--- src/rtl/div_pkg.sv ---
// Shared definitions for the restoring divider: default sizing and the
// controller state encoding.
package div_pkg;

    // Default operand width and the iteration counter width that goes with it.
    localparam int DEF_WIDTH = 32;
    localparam int DEF_CNT_W = $clog2(DEF_WIDTH);

    // Controller states. CALC runs one restoring step per cycle, FIX applies
    // the operand signs, DONE emits the completion pulse.
    typedef enum logic [1:0] {
        IDLE = 2'd0,
        CALC = 2'd1,
        FIX  = 2'd2,
        DONE = 2'd3
    } state_t;

endpackage

--- src/rtl/restoring_divider_if.sv ---
// Request/result bundle for the restoring divider. The master side issues a
// division request and observes the result; the slave side is the divider.
interface restoring_divider_if
    import div_pkg::*;
#(
    parameter int WIDTH = DEF_WIDTH
) ();

    // Request, sampled by the divider only while it is idle.
    logic             start;
    logic             signed_op;
    logic [WIDTH-1:0] dividend;
    logic [WIDTH-1:0] divisor;

    // Status and results, all registered inside the divider.
    logic             busy;
    logic             done;
    logic [WIDTH-1:0] quotient;
    logic [WIDTH-1:0] remainder;
    logic             div_by_zero;

    modport master (
        output start, signed_op, dividend, divisor,
        input  busy, done, quotient, remainder, div_by_zero
    );

    modport slave (
        input  start, signed_op, dividend, divisor,
        output busy, done, quotient, remainder, div_by_zero
    );

endinterface

--- src/rtl/div_step.sv ---
// One restoring-division iteration: shift the partial remainder left,
// bringing in the next dividend bit, then trial-subtract the divisor
// magnitude. A non-negative difference is kept and yields a quotient bit of
// 1; otherwise the shifted remainder is restored and the quotient bit is 0.
module div_step
    import div_pkg::*;
#(
    parameter int WIDTH = DEF_WIDTH
) (
    input  logic [WIDTH:0]   rem_in,
    input  logic             next_bit,
    input  logic [WIDTH-1:0] divisor,
    output logic [WIDTH:0]   rem_out,
    output logic             quo_bit
);

    // One extra bit beyond the remainder width so the sign of the trial
    // difference is never ambiguous.
    logic [WIDTH+1:0] shifted;
    logic [WIDTH+1:0] diff;
    logic             neg;

    assign shifted = {rem_in, next_bit};
    assign diff    = shifted - {2'b00, divisor};
    assign neg     = diff[WIDTH+1];

    assign quo_bit = ~neg;
    assign rem_out = neg ? shifted[WIDTH:0] : diff[WIDTH:0];

endmodule

--- src/rtl/restoring_divider.sv ---
// Sequential restoring divider, signed or unsigned per request.
// Operands are converted to magnitudes on acceptance, divided over WIDTH
// single-step cycles, and the signs are re-applied in one fix-up cycle:
// the quotient truncates toward zero and the remainder takes the dividend's
// sign. A zero divisor short-circuits straight to completion with an
// all-ones quotient, the dividend as remainder, and div_by_zero raised.
module restoring_divider
    import div_pkg::*;
#(
    parameter int WIDTH = DEF_WIDTH,
    parameter int CNT_W = DEF_CNT_W
) (
    input  logic                clk,
    input  logic                reset,
    restoring_divider_if.slave  bus
);

    // Controller and datapath state.
    state_t           state;
    logic [CNT_W-1:0] cnt;
    logic [WIDTH:0]   rem_q;      // partial remainder, one guard bit wide
    logic [WIDTH-1:0] quo_q;      // dividend bits shift out, quotient bits shift in
    logic [WIDTH-1:0] dvs_q;      // divisor magnitude
    logic             q_neg;      // operand signs differ
    logic             r_neg;      // dividend was negative

    // Registered outputs.
    logic             busy_q;
    logic             done_q;
    logic [WIDTH-1:0] quotient_q;
    logic [WIDTH-1:0] remainder_q;
    logic             dbz_q;

    // Operand sign and magnitude, evaluated on the live request inputs.
    logic             a_neg;
    logic             b_neg;
    logic [WIDTH-1:0] a_mag;
    logic [WIDTH-1:0] b_mag;

    // Single-step datapath results.
    logic [WIDTH:0]   rem_nxt;
    logic             q_bit;

    // Magnitudes of the incoming operands. The most negative value maps to
    // itself, which is exactly its magnitude when read as unsigned.
    assign a_neg = bus.signed_op & bus.dividend[WIDTH-1];
    assign b_neg = bus.signed_op & bus.divisor[WIDTH-1];
    assign a_mag = a_neg ? (~bus.dividend + 1'b1) : bus.dividend;
    assign b_mag = b_neg ? (~bus.divisor + 1'b1) : bus.divisor;

    div_step #(
        .WIDTH (WIDTH)
    ) u_step (
        .rem_in   (rem_q),
        .next_bit (quo_q[WIDTH-1]),
        .divisor  (dvs_q),
        .rem_out  (rem_nxt),
        .quo_bit  (q_bit)
    );

    // Controller, iteration datapath and registered outputs in one process.
    always_ff @(posedge clk or posedge reset) begin
        if (reset) begin
            state       <= IDLE;
            cnt         <= '0;
            rem_q       <= '0;
            quo_q       <= '0;
            dvs_q       <= '0;
            q_neg       <= 1'b0;
            r_neg       <= 1'b0;
            busy_q      <= 1'b0;
            done_q      <= 1'b0;
            quotient_q  <= '0;
            remainder_q <= '0;
            dbz_q       <= 1'b0;
        end else begin
            // NOTE: state registers use non-blocking assignments so every
            // right-hand side below sees the value from before this edge.
            done_q <= 1'b0;

            case (state)
                IDLE: begin
                    if (bus.start) begin
                        if (bus.divisor == '0) begin
                            // Nothing to iterate: publish the fixed result now.
                            dbz_q       <= 1'b1;
                            quotient_q  <= '1;
                            remainder_q <= bus.dividend;
                            state       <= DONE;
                        end else begin
                            dbz_q  <= 1'b0;
                            q_neg  <= a_neg ^ b_neg;
                            r_neg  <= a_neg;
                            quo_q  <= a_mag;
                            dvs_q  <= b_mag;
                            rem_q  <= '0;
                            cnt    <= CNT_W'(WIDTH - 1);
                            busy_q <= 1'b1;
                            state  <= CALC;
                        end
                    end
                end

                CALC: begin
                    rem_q <= rem_nxt;
                    quo_q <= {quo_q[WIDTH-2:0], q_bit};
                    if (cnt == '0) begin
                        state <= FIX;
                    end else begin
                        cnt <= cnt - 1'b1;
                    end
                end

                FIX: begin
                    // Remainder magnitude is below the divisor, so the guard
                    // bit is zero here and only the low WIDTH bits matter.
                    quotient_q  <= q_neg ? (~quo_q + 1'b1) : quo_q;
                    remainder_q <= r_neg ? (~rem_q[WIDTH-1:0] + 1'b1)
                                         : rem_q[WIDTH-1:0];
                    busy_q      <= 1'b0;
                    state       <= DONE;
                end

                DONE: begin
                    done_q <= 1'b1;
                    state  <= IDLE;
                end

                default: begin
                    state <= IDLE;
                end
            endcase
        end
    end

    assign bus.busy        = busy_q;
    assign bus.done        = done_q;
    assign bus.quotient    = quotient_q;
    assign bus.remainder   = remainder_q;
    assign bus.div_by_zero = dbz_q;

endmodule

--- src/flat_wrapper.sv ---
// flat-port wrapper written by rule: the top's interface ports become plain ports
module restoring_divider_flat import div_pkg::*;
#(
    parameter int WIDTH = DEF_WIDTH,
    parameter int CNT_W = DEF_CNT_W
)
  (clk, reset, bus_start, bus_signed_op, bus_dividend, bus_divisor, bus_busy, bus_done, bus_quotient, bus_remainder, bus_div_by_zero);
  restoring_divider_if #(.WIDTH(WIDTH)) bus_i ();
  input  logic clk;
  input  logic reset;
  input wire logic [$bits(bus_i.start)-1:0] bus_start;
  input wire logic [$bits(bus_i.signed_op)-1:0] bus_signed_op;
  input wire logic [$bits(bus_i.dividend)-1:0] bus_dividend;
  input wire logic [$bits(bus_i.divisor)-1:0] bus_divisor;
  output wire logic [$bits(bus_i.busy)-1:0] bus_busy;
  output wire logic [$bits(bus_i.done)-1:0] bus_done;
  output wire logic [$bits(bus_i.quotient)-1:0] bus_quotient;
  output wire logic [$bits(bus_i.remainder)-1:0] bus_remainder;
  output wire logic [$bits(bus_i.div_by_zero)-1:0] bus_div_by_zero;
  assign bus_i.start = bus_start;
  assign bus_i.signed_op = bus_signed_op;
  assign bus_i.dividend = bus_dividend;
  assign bus_i.divisor = bus_divisor;
  assign bus_busy = bus_i.busy;
  assign bus_done = bus_i.done;
  assign bus_quotient = bus_i.quotient;
  assign bus_remainder = bus_i.remainder;
  assign bus_div_by_zero = bus_i.div_by_zero;
  restoring_divider #(.WIDTH(WIDTH), .CNT_W(CNT_W)) u_core (.clk(clk), .reset(reset), .bus(bus_i));
endmodule
--- config.mk ---
export PLATFORM = sky130hd
export DESIGN_NAME = restoring_divider_flat
export DESIGN_NICKNAME = d
export VERILOG_FILES = /design/src/rtl/div_pkg.sv /design/src/rtl/restoring_divider_if.sv /design/src/rtl/div_step.sv /design/src/rtl/restoring_divider.sv /design/src/flat_wrapper.sv
export SDC_FILE = /design/constraint.sdc
export NUM_CORES = 1
export LEC_CHECK = 0
export ABC_CLOCK_PERIOD_IN_PS = 6200
export CAP_MARGIN = 20
export CORE_ASPECT_RATIO = 1.25
export CORE_MARGIN = 3
export CORE_UTILIZATION = 52
export DETAILED_ROUTE_END_ITERATION = 6
export PLACE_DENSITY = 0.84
export SKIP_LAST_GASP = 1
export SLEW_MARGIN = 40
export SYNTH_ARGS = -nofsm -noshare
export SYNTH_HDL_FRONTEND = slang
export SYNTH_HIERARCHICAL = 1
export SYNTH_SLANG_ARGS = --single-unit
--- constraint.sdc ---
create_clock -name clk -period 6.2 [get_ports clk]
set_clock_uncertainty 0.2 [all_clocks]
set_input_delay 1.55 -clock clk [delete_from_list [all_inputs] [get_ports clk]]
set_output_delay 1.55 -clock clk [all_outputs]
set_load 0.01 [all_outputs]
== Yosys cells after proc, flatten, opt, wreduce, memory -nomap -nowiden ==
Cells that the tools add are included.

* Add/sub/neg operators: 6
* Eq/ne operators: 8
* Mux-type cells: 30
* Bitwise gates (word level): 9
* Reductions and logical operators: 12

{| class="wikitable"
|+ Operators by type and width
! operator !! count
|-
| 32-bit 2-to-1 mux || 10
|-
| 32-bit case mux with 2 select lines || 3
|-
| 32-bit by 1-bit adder with 32-bit output, second input constant || 4
|-
| 32-bit NOT || 4
|-
| 33-bit 2-to-1 mux || 3
|-
| 33-bit case mux with 2 select lines || 1
|-
| 34-bit by 32-bit subtractor with 34-bit output || 1
|-
| 32-bit logical NOT || 1
|-
| 5-bit 2-to-1 mux || 3
|-
| 3-bit AND reduction || 4
|-
| 5-bit case mux with 2 select lines || 1
|-
| 2-bit case mux with 4 select lines || 1
|-
| 2-bit 2-to-1 mux || 3
|-
| 2-bit != test, second input constant || 3
|-
| 5-bit logical NOT || 1
|-
| 5-bit by 1-bit subtractor with 5-bit output, second input constant || 1
|-
| 2-bit == test, second input constant || 2
|-
| 1-bit 2-to-1 mux || 4
|-
| 2-bit by 1-bit != test with 1-bit output, second input constant || 2
|-
| 2-bit AND reduction || 2
|-
| 4-bit AND reduction || 1
|-
| 2-bit nonzero test || 2
|-
| 1-bit bitwise AND || 2
|-
| 2-bit by 1-bit == test with 1-bit output, second input constant || 1
|-
| 4 further kinds || 5
|}

* Flip-flop bits (word level): 173
* Output and inout port bits: 67

== Logic depth before layout (Yosys ltp) ==
* Word-level depth: 6
* Depth in mapped cells: 15
* Depth with buffers taken out: 14

== Cells and area by module ==
The synthesis kept the hierarchy.

{| class="wikitable"
|+ By module, submodules not included
! module !! times used !! cells each !! area an instance (µm²) !! seq. area each (µm²)
|-
| restoring_divider || 1 || 1,137 || 9,985.8 || 4,329.2
|-
| div_step || 1 || 328 || 2,170.8 || 0.0
|}

== Worst setup path before layout ==
OpenSTA, ideal clock, no wires.

* Path kind: input to register
* From: input port bus_divisor[13]
* To: register u_core.quo_q[27]
* Setup time: 0.142 ns
* Arrival: 3.420 ns
* Data required time: 5.858 ns
* Setup slack: 2.438 ns
* Stages: 10
* Buffers on the path: 4
* Cell sequence: or4_1 buf_2 nor4_2 and4b_1 buf_4 o22a_4 buf_6 buf_8 mux2i_1 a21oi_1

* Word-level cells in the longest chain between the ends: 3

{| class="wikitable"
|+ Ends and longest elaborated chain
! item !! line !! text
|-
| from (decl) || flat_wrapper.sv:14 || <nowiki>input wire logic [$bits(bus_i.divisor)-1:0] bus_divisor;</nowiki>
|-
| 32-bit logical NOT || restoring_divider.sv:84 || <nowiki>if (bus.divisor == '0) begin</nowiki>
|-
| 2-bit != test (no source line) || -- ||
|-
| 3-bit AND reduction (no source line) || -- ||
|-
| to (signal assigned) || restoring_divider.sv:94 || <nowiki>quo_q <= a_mag;</nowiki>
|-
| to (signal assigned) || restoring_divider.sv:106 || <nowiki>quo_q <= {quo_q[WIDTH-2:0], q_bit};</nowiki>
|-
| to (decl) || restoring_divider.sv:22 || <nowiki>logic [WIDTH-1:0] quo_q;</nowiki>
|}

Every way passes these cells.
A chain may end at the register's enable or synchronous reset.

== Final worst setup path ==
* From: input port bus_divisor[12]
* To: register u_core.rem_q[13]

* Word-level cells in the longest chain between the ends: 3

{| class="wikitable"
|+ Ends and longest elaborated chain
! item !! line !! text
|-
| 32-bit logical NOT || restoring_divider.sv:84 ||
|-
| 2-bit != test (no source line) || -- ||
|-
| 3-bit AND reduction (no source line) || -- ||
|-
| to (signal assigned) || restoring_divider.sv:105 || <nowiki>rem_q <= rem_nxt;</nowiki>
|-
| to (decl) || restoring_divider.sv:21 || <nowiki>logic [WIDTH:0] rem_q;</nowiki>
|}

Every way passes these cells.

==> impl_results.md <==
- Post-layout min period: 4.825 ns
- Worst hold path endpoint: u_core/dvs_q[20]
- WL per Instance: 17.61 um
- Global-route wire length before repair: 52.58 mm
- Cell variety after synth: 77
- Outcome: finished, final reports clean
- Busiest layer in global routing: met2
- Cell area after synthesis: 0.01216 mm2
- Final weighted congestion in routability-driven placement: 0.9579
- Post-Synth Simple-Gate Area: 17.59%
- Adder-Cell Fraction of Synth Area: 4.487%
- CTS buffer count: 17
- Number of synthesized flops with an enable pin: 0
- Arrival time reported for the critical path endpoint: 4.92 ns
- FFs w/ async S/R, synth: 100.0%
- Capturing point of the worst reg2reg path: u_core/rem_q[24]
- Max cap viols: 0
- GR Util All Layers: 25.85%
- Origin of the worst min-delay path: u_core/dvs_q[20]
- Antenna-violating nets left: 0
- Post-Synthesis Net Count: 1576
- Later-pin clock latency in the skew report: 0.44 ns
- Maximum clock frequency: 207.2 MHz
- Residual DRC count: 0
- Power density normalized to cell area: 546.8 mW/mm2
- Floorplan row count: 61
- Register-to-Register Setup Slack: 2.13 ns
- Number of instances in the synthesized netlist: 1465
- Final Core Density: 62.99%
- Fin Setup TNS: 0 ns
- Post-CTS Setup Inserts: 0
- DR pass1 iterations: 5
- Area enclosed by the die boundary: 0.02526 mm2
- Met1 global-route usage: 31.55%
- Gr ovfl total: 0
- Leakage dissipation: 6.111 nW
- Maximum count of clock buffers along a single path: 2
- Routing usage on met3: 4.054%
- Share of synthesized area spent on multiplexers: 3.695%
- Sequential share of power: 27.4%
- IO Port Bufs: 134
- Switching Share: 47.88%
- Number of warnings printed during yosys synthesis: 6
- Startpoint types: input pin
- Kind of end point of the critical path: flip-flop
- Unrepaired setup endpoints after global routing: false
- Critical path required time: 6.30 ns
- Vias in the first global route: 10410
- Post-route cell area: 0.01423 mm2
- Worst setup path class: in2reg
- Highest fanout seen on the critical path: 71
- Vias per inst: 5.851
- Dpl cell area: 0.01365 mm2
- Beginning of the critical path: bus_divisor[12]
- Resized Gates After CTS: 0
- Final wirelength: 32.51 mm
- Share of cells above drive strength 1: 5.502%
- Effective utilization at floorplan: 53.81%
- Length in cells of the worst reg-to-reg path: 13
- Clock edge transition at the registers on the reported setup and hold paths: 0.07 ns
- # IOs: 135
- Count of endpoints failing hold in the final timing report: 0
- Path type of the worst min-delay path: reg2reg
- GRT met2 Usage: 44.63%
- Prevailing post-synth register cell: sky130_fd_sc_hd__dfrtp_1
- HPWL reported at the end of detailed placement: 24.82 mm
- Cell depth of the worst hold path: 2
- Die Span X: 142.8 um
- Final hold slack: 0.2782 ns
- Hold-fix buffers, CTS: 0
- Max Slew Vio Count: 0
- Depth of the CTS H-tree: 4
- Nets: 1661
- Internal: 4.055 mW
- Clock group share of total power: 13.3%
- Cell at the root of the clock tree: sky130_fd_sc_hd__clkbuf_16
- Num Clock Sinks: 173
- Number of antenna violations at the first check in global routing: 0
- Final antenna diode count: 0
- Xor and xnor fraction of the mapped netlist area: 10.53%
- Max IR drop VDD: 0.2586 mV
- DRT iter0 DRCs: 804
- Post-synthesis sequential element count: 173
- Slew Limit Headroom: 42.47%
- CTS tree: built
- Maximum number of pins on one net before global-route repair: 94
- Placeable core region: 0.02259 mm2
- Final setup fails: 0
- Number of filler cells placed in the layout: 1943
- Post-route fraction of the period consumed by the critical path: 77.83%
- Worst-Margin Slew: 0.8563 ns
- Main combinational cell family by area after synthesis: compound AO/OA/AOI/OAI gates
- Post-synthesis compound-gate area fraction: 22.98%
- Area growth from synthesis to layout: 17.05%
- Combinational group share of total power: 59.4%
- Die Y: 176.9 um
- FF-to-FF Start: u_core/rem_q[12]
- Register area share after synthesis: 35.61%
- Mean cell area of the mapped netlist: 8.298 um2
- Net switching power: 3.725 mW
- Count of vias placed by the detailed router: 10800
[how the worst max path moves through the flow]
| stage | endpoint | slack, ns |
|---|---|---|
| 2_1_floorplan | u_core/bus.busy | 2.24 |
| 3_3_place_gp | u_core/rem_q[1] | 1.09 |
| 3_5_place_dp | u_core/rem_q[11] | 0.97 |
| 4_1_cts | u_core/rem_q[13] | 1.42 |
| 5_1_grt | u_core/rem_q[19] | 1.13 |
| 6_report | u_core/rem_q[13] | 1.37 |
[stage by stage]
step	power (mW)	std cells	worst slack, ns
2_1_floorplan	5.480	1465	2.239
3_3_place_gp	6.555	1812	1.088
3_5_place_dp	6.694	1814	0.9689
4_1_cts	7.754	1846	1.421
5_1_grt	8.461	1846	1.127
6_report	7.781	1846	1.375
[logic make-up (layout without fill, tap and decap cells)]
family / count (synthesis) / count (layout)
buffers and inverters: 148 / 246
AOI/OAI and AO/OA: 441 / 441
and+or+nand+nor: 472 / 472
xor gates and xnor gates: 144 / 144
DFF: 173 / 173
adders and majority gates: 43 / 43
muxes: 44 / 44
[power groups by stage]
| stage | Sequential (mW) | Combinational, mW | Clock [mW] |
|---|---|---|---|
| after floorplan | 2.00 | 3.48 | 0 |
| final | 2.13 | 4.62 | 1.03 |
| after detailed placement | 2.13 | 4.56 | 0 |
| after global routing | 2.19 | 5.17 | 1.09 |
| after CTS | 2.11 | 4.59 | 1.05 |
| after global placement | 2.10 | 4.45 | 0 |
[layout make-up]
type | instances | area [um2] | share of cell area [%]
Clock buffer | 17 | 425.4 | 2.990
Timing Repair Buffer | 148 | 1483 | 10.42
Multi-Input combinational cell | 1144 | 7238 | 50.87
Clock inverter | 15 | 146.4 | 1.029
Tap cell | 283 | 354.1 | 2.488
Inverter | 66 | 251.5 | 1.767
Sequential cell | 173 | 4332 | 30.44
[worst max-delay path, cell delays in order]
cell                              delay, ns
sky130_fd_sc_hd__clkdlybuf4s50_1       0.48
sky130_fd_sc_hd__or4_1                 0.65
sky130_fd_sc_hd__nor4_2                0.43
sky130_fd_sc_hd__and4b_1               0.53
sky130_fd_sc_hd__o22a_4                0.63
sky130_fd_sc_hd__buf_4                 0.46
sky130_fd_sc_hd__o21ai_0               0.17
[state kept, by name, summed over array words and instances (netlist names), 2 cells and up]
name                  count
u_core/bus.quotient      32
u_core/bus.remainder     32
u_core/cnt                5
u_core/dvs_q             32
u_core/quo_q             32
u_core/rem_q             33
u_core/state              2
[cell usage after synthesis, drive strengths merged, types with 5 or more instances]
cell	n	area share, %
nand2	231	7.1
o21ai	185	7.6
dfrtp	173	36
nor2	107	3.3
xnor2	74	5.3
xor2	70	5.2
inv	65	2.0
a21oi	57	2.3
clkbuf	49	1.5
a31oi	48	2.5
ha	42	4.3
mux2i	37	3.0
a21o	35	2.2
o31ai	34	2.1
buf	33	1.5
nor3	23	0.95
o41ai	21	1.6
nor4	17	0.98
a211oi	16	1.2
or4	14	0.90
nand4	13	0.67
nor2b	10	0.51
nand2b	9	0.46
nand3	9	0.37
or3	9	0.46
and2	8	0.41
mux2	7	0.65
o22a	6	0.50
or2	6	0.31
o211ai	5	0.31
[cells in the final DEF, fill, tap and decap left out, drive strengths merged, types with 4 or more instances in the layout]
cell type      synthesis  routed
clkinv                 1       7
clkdlybuf4s50          0     134
buf                   33      14
or3                    9       9
a21o                  35      35
o21ai                185     185
nor4b                  4       4
o22a                   6       6
ha                    42      42
clkbuf                49      17
nor2                 107     107
a31o                   4       4
mux2                   7       7
o31ai                 34      34
or2                    6       6
a31oi                 48      48
nor4                  17      17
nand2b                 9       9
xnor2                 74      74
nor3                  23      23
o31a                   4       4
mux2i                 37      37
nand4                 13      13
inv                   65      71
o41ai                 21      21
xor2                  70      70
nor2b                 10      10
dfrtp                173     173
a211oi                16      16
nand2                231     231
and2                   8       8
o211ai                 5       5
or4                   14      14
a21oi                 57      57
nand3                  9       9
[metal layers]
metal,part of all wire (%),up-vias
met1,42,4989
met2,49,366
met3,5.0,77
li1,-,5369
met5,0,-
met4,4.1,0
Note: power is estimated with default switching activity, not from simulation.
